`src/rtl/fifo_rd_drain.sv`:
```
`default_nettype none
// ============================================================================
// Module      : fifo_rd_drain
// Description : Read-side drain engine for a FIFO. Issues r_en towards the
//               FIFO pointer controller, absorbs the one-cycle storage read
//               latency in a 2-entry output buffer and presents the words on
//               a valid/ready stream at full throughput.
// Revision    : 1.0 - initial release
// ============================================================================
module fifo_rd_drain #(
    parameter int DATA_WIDTH = 8,
    parameter int CNT_WIDTH  = 16
) (
    input  logic                  clk,
    input  logic                  rst,
    input  logic                  empty,
    output logic                  r_en,
    input  logic [DATA_WIDTH-1:0] r_data,
    output logic [DATA_WIDTH-1:0] m_data,
    output logic                  m_valid,
    input  logic                  m_ready,
    output logic [CNT_WIDTH-1:0]  rd_count,
    output logic                  busy
);

    localparam logic [CNT_WIDTH-1:0] c_cnt_one = {{(CNT_WIDTH-1){1'b0}}, 1'b1};

    // Buffer occupancy: number of words held in head/tail
    typedef enum logic [1:0] {
        OCC_ZERO = 2'd0,
        OCC_ONE  = 2'd1,
        OCC_TWO  = 2'd2
    } occ_e;

    occ_e                  occ_q, occ_d;
    logic [DATA_WIDTH-1:0] head_q, head_d;
    logic [DATA_WIDTH-1:0] tail_q, tail_d;
    logic                  inflight_q;
    logic [CNT_WIDTH-1:0]  cnt_q;

    logic                  w_pop;
    logic                  w_capture;
    logic                  w_room;

    assign w_pop     = m_valid & m_ready;
    // A read issued last cycle returns its word on r_data this cycle
    assign w_capture = inflight_q;

    // occ + inflight < 2: there is a free slot for a new read even without a pop
    assign w_room    = (occ_q == OCC_ZERO) | ((occ_q == OCC_ONE) & ~inflight_q);

    // A read is only issued when its word is guaranteed a slot on return;
    // a pop this cycle frees one slot, which covers the read issued now.
    assign r_en      = ~rst & ~empty & (w_room | w_pop);

    assign m_valid   = (occ_q != OCC_ZERO);
    assign m_data    = head_q;
    assign rd_count  = cnt_q;
    assign busy      = m_valid | inflight_q;

    // Next-state of the 2-entry buffer from capture/pop combination
    always_comb begin
        occ_d  = occ_q;
        head_d = head_q;
        tail_d = tail_q;
        case (occ_q)
            OCC_ZERO: begin
                if (w_capture) begin
                    occ_d  = OCC_ONE;
                    head_d = r_data;
                end
            end
            OCC_ONE: begin
                if (w_capture && w_pop) begin
                    head_d = r_data;
                end else if (w_capture) begin
                    occ_d  = OCC_TWO;
                    tail_d = r_data;
                end else if (w_pop) begin
                    occ_d  = OCC_ZERO;
                end
            end
            OCC_TWO: begin
                // Capture without pop cannot happen here: r_en is gated by room
                if (w_pop) begin
                    head_d = tail_q;
                    if (w_capture) begin
                        tail_d = r_data;
                    end else begin
                        occ_d  = OCC_ONE;
                    end
                end
            end
            default: begin
                occ_d = OCC_ZERO;
            end
        endcase
    end

    // State registers, in-flight tracking and delivered-word counter
    always_ff @(posedge clk) begin
        if (rst) begin
            occ_q      <= OCC_ZERO;
            head_q     <= '0;
            tail_q     <= '0;
            inflight_q <= 1'b0;
            cnt_q      <= '0;
        end else begin
            occ_q      <= occ_d;
            head_q     <= head_d;
            tail_q     <= tail_d;
            inflight_q <= r_en;
            if (w_pop) begin
                cnt_q <= cnt_q + c_cnt_one;
            end
        end
    end

endmodule
`default_nettype wire

```
`config.mk`:
```
export PLATFORM = sky130hd
export DESIGN_NAME = fifo_rd_drain
export DESIGN_NICKNAME = d
export VERILOG_FILES = /design/src/rtl/fifo_rd_drain.sv
export SDC_FILE = /design/constraint.sdc
export NUM_CORES = 1
export LEC_CHECK = 0
export CORE_ASPECT_RATIO = 0.8
export CORE_MARGIN = 3
export CORE_UTILIZATION = 46
export CTS_BUF_LIST = sky130_fd_sc_hd__clkbuf_16
export CTS_CLUSTER_DIAMETER = 200
export DETAILED_ROUTE_END_ITERATION = 8
export PLACE_DENSITY_LB_ADDON = 0.08
export SYNTH_ARGS = -nofsm -noshare
export SYNTH_HDL_FRONTEND = slang
export SYNTH_SLANG_ARGS = --single-unit
```
`constraint.sdc`:
```
create_clock -name clk -period 1.86 [get_ports clk]
set_input_delay 0.558 -clock clk [delete_from_list [all_inputs] [get_ports clk]]
set_output_delay 0.558 -clock clk [all_outputs]
set_load 0.05 [all_outputs]
```
==> results.yml, run 1 <==
outcome:
  status: "completed"
cts:
  cts_max_level: 2
  clock_latency_ps: 280
  ctsHoldBuffers: 0
  path_clk_slew_ps: 50
  clock-sinks: 35
  cts_tree: "done"
  clockBufferDepth: 2
  cts-buffers-inserted: 5
  cts_root_buffer: "clkbuf_16"
global_routing:
  grt_pass1_vias: 1342
  grt_pass1_wl_um: 6279
  grt_max_degree: 36
  grt_use_total_pct: 19.11
  antenna_found_initial: 0
  grt-ovfl-total: 0
final_layout:
  antenna_cells: 0
  area_growth_pct: 40.97
  nets: 226
  layout-drive-gt1-share_pct: 28.97
  post-route-cell-area_um2: 2226
  fillers: 237
sta:
  tightest_slew_ps: 369.8
  fmax_mhz: 558.8
  setup_viol: 0
  slew_violations: 0
  grt_setup_unrepaired: "no"
  period_needed_ps: 1789
  tns_ps: 0
  hold_viol: 0
  fin_worst_skew_ps: 4.040
  max_slew_margin_pct: 75.35
  worst_slack_ps: 70.53
  fin_crit_sh_pct: 96.21
min_path:
  min_from: "tail_q[1]$_SDFFE_PP0P_"
  min_path_type: "reg -> reg"
critical_path:
  crit_required_ps: 1300
  reg2reg_to: "rd_count[14]$_SDFFE_PP0P_"
  critical_path_arrival_ps: 1230
  r2r_slack_ps: 220
  cp-end-kind: "output port"
  critical_path.startpoint_type: "register"
  timing_worst_setup_path_type: "reg -> out"
  reg2reg_from: "rd_count[1]$_SDFFE_PP0P_"
  critical_path.endpoint: "busy"
  path_max_fanout: 11
  startpoint: "occ_q[0]$_SDFFE_PP0P_"
  worstRegToRegCells: 5
placement:
  gp_congestion: 0.8251
  port_buffers: 38
  post-place-ws_ps: -351.8
  dp_hpwl_um: 2714
  placed_area_um2: 2078
synth:
  yosysSeqAreaShare_pct: 44.37
  ys_top_cells_by_area: "dfxtp_1 (44%), mux2i_1 (12%), nor2_1 (7.1%)"
  synthDistinctLibCells: 39
  synthFlopType: "dfxtp_1"
  synth_edf_count: 0
  synth_area_um2: 1579
  post-synth-top-area-cell: "dfxtp_1"
  ys_ff_latch: 35
  synthArstFlopShare_pct: 0
  netlist.area_leader.share_pct: 44.37
  syn_nets: 182
  yosysWarnings: 0
  syn_inst: 169
  synth_area_per_cell_um2: 9.343
floorplan:
  core-area_um2: 3176
  pin_count: 39
  die_height_um: 58.41
  die_x_um: 71.51
  initial_utilization_pct: 49.72
  rows: 18
  dieArea_um2: 4176
drt:
  dr.pass1.iters: 4
  routed_wl_um: 3595
  avgViaCountPerCell: 5.366
  via_count: 1363
  wl_per_cell_um: 14.15
  post-route-drc-count: 0
  antenna_left: 0
  drt_iter0_drc: 77
flow_run:
  drv_cap: 0
power_and_ir_drop:
  power_density_nw_per_um2: 832.3
  vdd_ir_drop_max_mv: 0.6290
  power.static_leakage_nw: 0.9947
[final cells by class]
class	count	area, um^2	area share [%]
clock inverter	3	16.27	0.7307
tap	40	50.05	2.248
timing repair buffer	48	496.7	22.32
multi-input combinational	123	827.0	37.16
sequential	35	710.7	31.93
clock buffer	5	125.1	5.621
[registers in the layout, indices dropped and copies added, names as in the netlist]
| register | flops |
|---|---|
| tail_q | 8 |
| occ_q | 2 |
| inflight_q | 1 |
| m_data | 8 |
| rd_count | 16 |
[layout by cell type, fill, tap and decap left out, types with 2 or more instances in the layout]
| cell type | instances |
|---|---|
| a211oi_1 | 8 |
| a21oi_1 | 8 |
| buf_12 | 9 |
| buf_4 | 28 |
| clkbuf_16 | 5 |
| clkdlybuf4s50_1 | 8 |
| dfxtp_1 | 27 |
| dfxtp_2 | 8 |
| dlygate4sd2_1 | 3 |
| mux2i_1 | 19 |
| nand2_1 | 9 |
| nand3_1 | 3 |
| nand4_1 | 2 |
| nor2_1 | 29 |
| nor2b_1 | 2 |
| nor3_1 | 2 |
| o21ai_0 | 5 |
| or3_1 | 4 |
| or3_2 | 2 |
| xnor2_1 | 2 |
| xor2_1 | 7 |
[kinds of logic after synthesis]
group | count (synthesis) | share of synthesized area, %
compound gates | 28 | 11.97
fa+ha+maj | 1 | 0.7923
simple gates | 66 | 21.47
buf+inv | 11 | 4.357
mux | 19 | 12.04
xor+xnor | 9 | 4.992
flops | 35 | 44.37
[repair_timing]
item	4_1_cts	5_1_grt
pin swaps	1	0
setup buffers	0	0
endpoints found under the setup margin	3	1
gates resized for setup	7	1
[worst min path at each step]
| stage | endpoint | slack, ps | cells after the start |
|---|---|---|---|
| finish | tail_q[1]$_SDFFE_PP0P_ | 490 | 2 |
| detailed placement | tail_q[1]$_SDFFE_PP0P_ | 490 | 2 |
| global placement | rd_count[15]$_SDFFE_PP0P_ | 470 | 2 |
| global route | m_data[7]$_SDFFE_PP0P_ | 530 | 2 |
| CTS | m_data[3]$_SDFFE_PP0P_ | 500 | 2 |
| floorplan | tail_q[0]$_SDFFE_PP0P_ | 460 | 2 |
[cell usage after synthesis (2+ instances only)]
cell type / n
mux2i_1: 19
nand2_1: 9
or3_1: 4
nor2_1: 30
o21ai_0: 5
a211oi_1: 8
buf_4: 2
nand4_1: 2
dfxtp_1: 35
clkbuf_1: 3
nor2b_1: 2
a21oi_1: 9
or3_2: 2
xnor2_1: 2
nor3_1: 3
nand3_1: 3
xor2_1: 7
buf_2: 3
[report_power, final]
group | switching, mW | internal [mW]
Combinational | 0.158 | 0.105
Clock | 0.304 | 0.488
Sequential | 0.0215 | 0.776
Total | 0.484 | 1.37
[stage by stage]
stage | util (%) | cells | total power [mW] | hold WS (ps)
after global placement | 65.45 | 246 | 1.070 | 474.6
after detailed placement | 65.45 | 246 | 1.078 | 493.2
after CTS | 69.98 | 254 | 1.865 | 501.1
final | 70.09 | 254 | 1.853 | 494.8
after floorplan | - | 169 | 0.9798 | 462.7
after global routing | 70.09 | 254 | 1.916 | 531.3
[worst max-delay path, cell delays in order, from the launching register on]
cell	delay, ps
dfxtp_2	380
or3_1	380
buf_4	200
[routing by layer]
layer  up-vias  track usage, %  part of all wire, %
li1        682               -                    -
met1       645           23.86                   44
met4         0           8.311                  1.6
met2        31           31.02                   49
met5         -               0                    0
met3         5           5.461                  5.4
Power figures use the tool's default switching activity.
==> run 2, diff against run 1 <==
--- a/config.mk
+++ b/config.mk
@@ -6,12 +6,12 @@
 export NUM_CORES = 1
 export LEC_CHECK = 0
 export CORE_ASPECT_RATIO = 0.8
-export CORE_MARGIN = 3
 export CORE_UTILIZATION = 46
 export CTS_BUF_LIST = sky130_fd_sc_hd__clkbuf_16
 export CTS_CLUSTER_DIAMETER = 200
 export DETAILED_ROUTE_END_ITERATION = 8
 export PLACE_DENSITY_LB_ADDON = 0.08
+export SETUP_SLACK_MARGIN = 0.1
 export SYNTH_ARGS = -nofsm -noshare
 export SYNTH_HDL_FRONTEND = slang
 export SYNTH_SLANG_ARGS = --single-unit
==> run 2 against run 1 <==
Non-clock buffer count increased by 4. Critical path type is now in -> out. Largest power group unchanged. Maximum frequency increased by 3.0%. First-iteration DRC count decreased by 25%. Global-route usage increased by 2.7 points.
==> results.yml, run 2 (synthesized netlist as in run 1, its figures left out) <==
outcome:
  status: "completed"
floorplan:
  pin_count: 39
  die_height_um: 54.41
  die_x_um: 67.51
  initial_utilization_pct: 49.72
  dieArea_um2: 3673
  core-area_um2: 3176
  rows: 18
critical_path:
  crit_path_top_delay_cell: "dlygate4sd2_1"
  cp-end-kind: "output port"
  worstRegToRegCells: 5
  r2r_slack_ps: 210
  crit_required_ps: 1300
  timing_worst_setup_path_type: "in -> out"
  crit_path_cell_trace: "dlygate4sd2_1, nor3_4, buf_12"
  critical_path.startpoint_type: "input pin"
  critPathMaxStageDelay_ps: 270
  reg2reg_from: "rd_count[0]$_SDFFE_PP0P_"
  critical_path_arrival_ps: 1180
  reg2reg_to: "rd_count[14]$_SDFFE_PP0P_"
  path_max_fanout: 2
drt:
  via_count: 1390
  post-route-drc-count: 0
  dr.pass1.iters: 4
  avgViaCountPerCell: 5.409
  drt_iter0_drc: 58
  antenna_left: 0
  wl_per_cell_um: 13.93
  routed_wl_um: 3581
global_routing:
  antenna_found_initial: 0
  grt_pass1_wl_um: 5692
  grt_pass1_vias: 1272
  grt_use_total_pct: 21.85
  grt_max_degree: 36
  grt-ovfl-total: 0
min_path:
  hold_end: "tail_q[0]$_SDFFE_PP0P_"
  min_path_type: "reg -> reg"
  holdPathStages: 2
  min_from: "tail_q[0]$_SDFFE_PP0P_"
cts:
  cts-buffers-inserted: 5
  cts_max_level: 2
  clock_latency_ps: 270
  path_clk_slew_ps: 50
  clockBufferDepth: 2
  cts_root_buffer: "clkbuf_16"
  clock-sinks: 35
  cts_tree: "done"
final_layout:
  largest_reg_flops: 16
  final_cell_mix: "buf_4 (34), nor2_1 (29), dfxtp_1 (21), mux2i_1 (19), dfxtp_2 (11)"
  post-route-cell-area_um2: 2233
  fillers: 246
  antenna_cells: 0
  nets: 230
  area_growth_pct: 41.44
  final_common_cell: "buf_4"
  layout-drive-gt1-share_pct: 33.18
power_and_ir_drop:
  power.static_leakage_nw: 1.009
  vdd_ir_drop_max_mv: 0.8231
  power_density_nw_per_um2: 822.8
  totalPowerFinal_mw: 1.838
sta:
  slew_violations: 0
  grt_setup_unrepaired: "yes"
  max_slew_margin_pct: 75.63
  period_needed_ps: 1738
  worst_slack_ps: 122.0
  fin_crit_sh_pct: 93.44
  fmax_mhz: 575.4
  fin_worst_skew_ps: 3.229
  tightest_slew_ps: 362.2
  tns_ps: 0
  setup_viol: 0
  hold_viol: 0
  whs_ps: 491.8
flow_run:
  drv_cap: 0
placement:
  gp_congestion: 0.6842
  post-place-ws_ps: -396.3
  placed_area_um2: 2048
  port_buffers: 38
  dp_hpwl_um: 2535
-- run 2: repair_timing --
action / in CTS / in global routing
hold buffers: 0 / 0
setup endpoints to repair: 27 / 3
hold endpoints to repair: 0 / 0
pin swaps: 1 / 1
resized for setup: 16 / 2
buffers inserted: 4 / 0
-- run 2: worst max-delay path: cells and delay by family --
family        cells  cell delay, ps
buf+inv           2             430
simple gates      1             200
-- run 2: worst max-delay path by stage --
stage,startpoint,to,cells past startpoint,slack [ps]
6_report,empty,r_en,3,120
5_1_grt,m_ready,r_en,5,90
4_1_cts,m_ready,r_en,5,110
3_5_place_dp,m_ready,rd_count[14]$_SDFFE_PP0P_,5,-400
3_3_place_gp,m_ready,rd_count[13]$_SDFFE_PP0P_,5,-330
2_1_floorplan,m_ready,r_en,3,130
-- run 2: metrics by stage --
stage,utilization (%),instances
2_1_floorplan,-,169
3_3_place_gp,64.50,246
3_5_place_dp,64.50,246
4_1_cts,70.17,257
5_1_grt,70.33,257
6_report,70.33,257
-- run 2: cell type report --
type                            instances  area (um^2)  share of cell area [%]
Tap cell                               40        50.05                   2.241
Multi-Input combinational cell        123        827.0                   37.03
Clock inverter                          2        8.758                  0.3922
Timing Repair Buffer                   52        496.7                   22.24
Sequential cell                        35        725.7                   32.49
Clock buffer                            5        125.1                   5.602
-- run 2: layer usage --
metal  track usage, %  wire (um)  vias to the layer above
met4            10.64         41                        0
met2            36.80       1726                       31
met3            5.625        162                        5
met1            26.05       1650                      665
met5                0          0                        -
li1                 -          -                      689
-- run 2: power breakdown --
part / internal (mW) / switching (mW)
combinational: 0.116 / 0.167
clock: 0.480 / 0.285
sequential: 0.774 / 0.0164
==> run 3, diff against run 2 <==
--- a/config.mk
+++ b/config.mk
@@ -12,6 +12,7 @@
 export DETAILED_ROUTE_END_ITERATION = 8
 export PLACE_DENSITY_LB_ADDON = 0.08
 export SETUP_SLACK_MARGIN = 0.1
+export SLEW_MARGIN = 5
 export SYNTH_ARGS = -nofsm -noshare
 export SYNTH_HDL_FRONTEND = slang
 export SYNTH_SLANG_ARGS = --single-unit
==> results of run 3 <==
No change in the layout: final DEF, timing and power equal those of run 2.
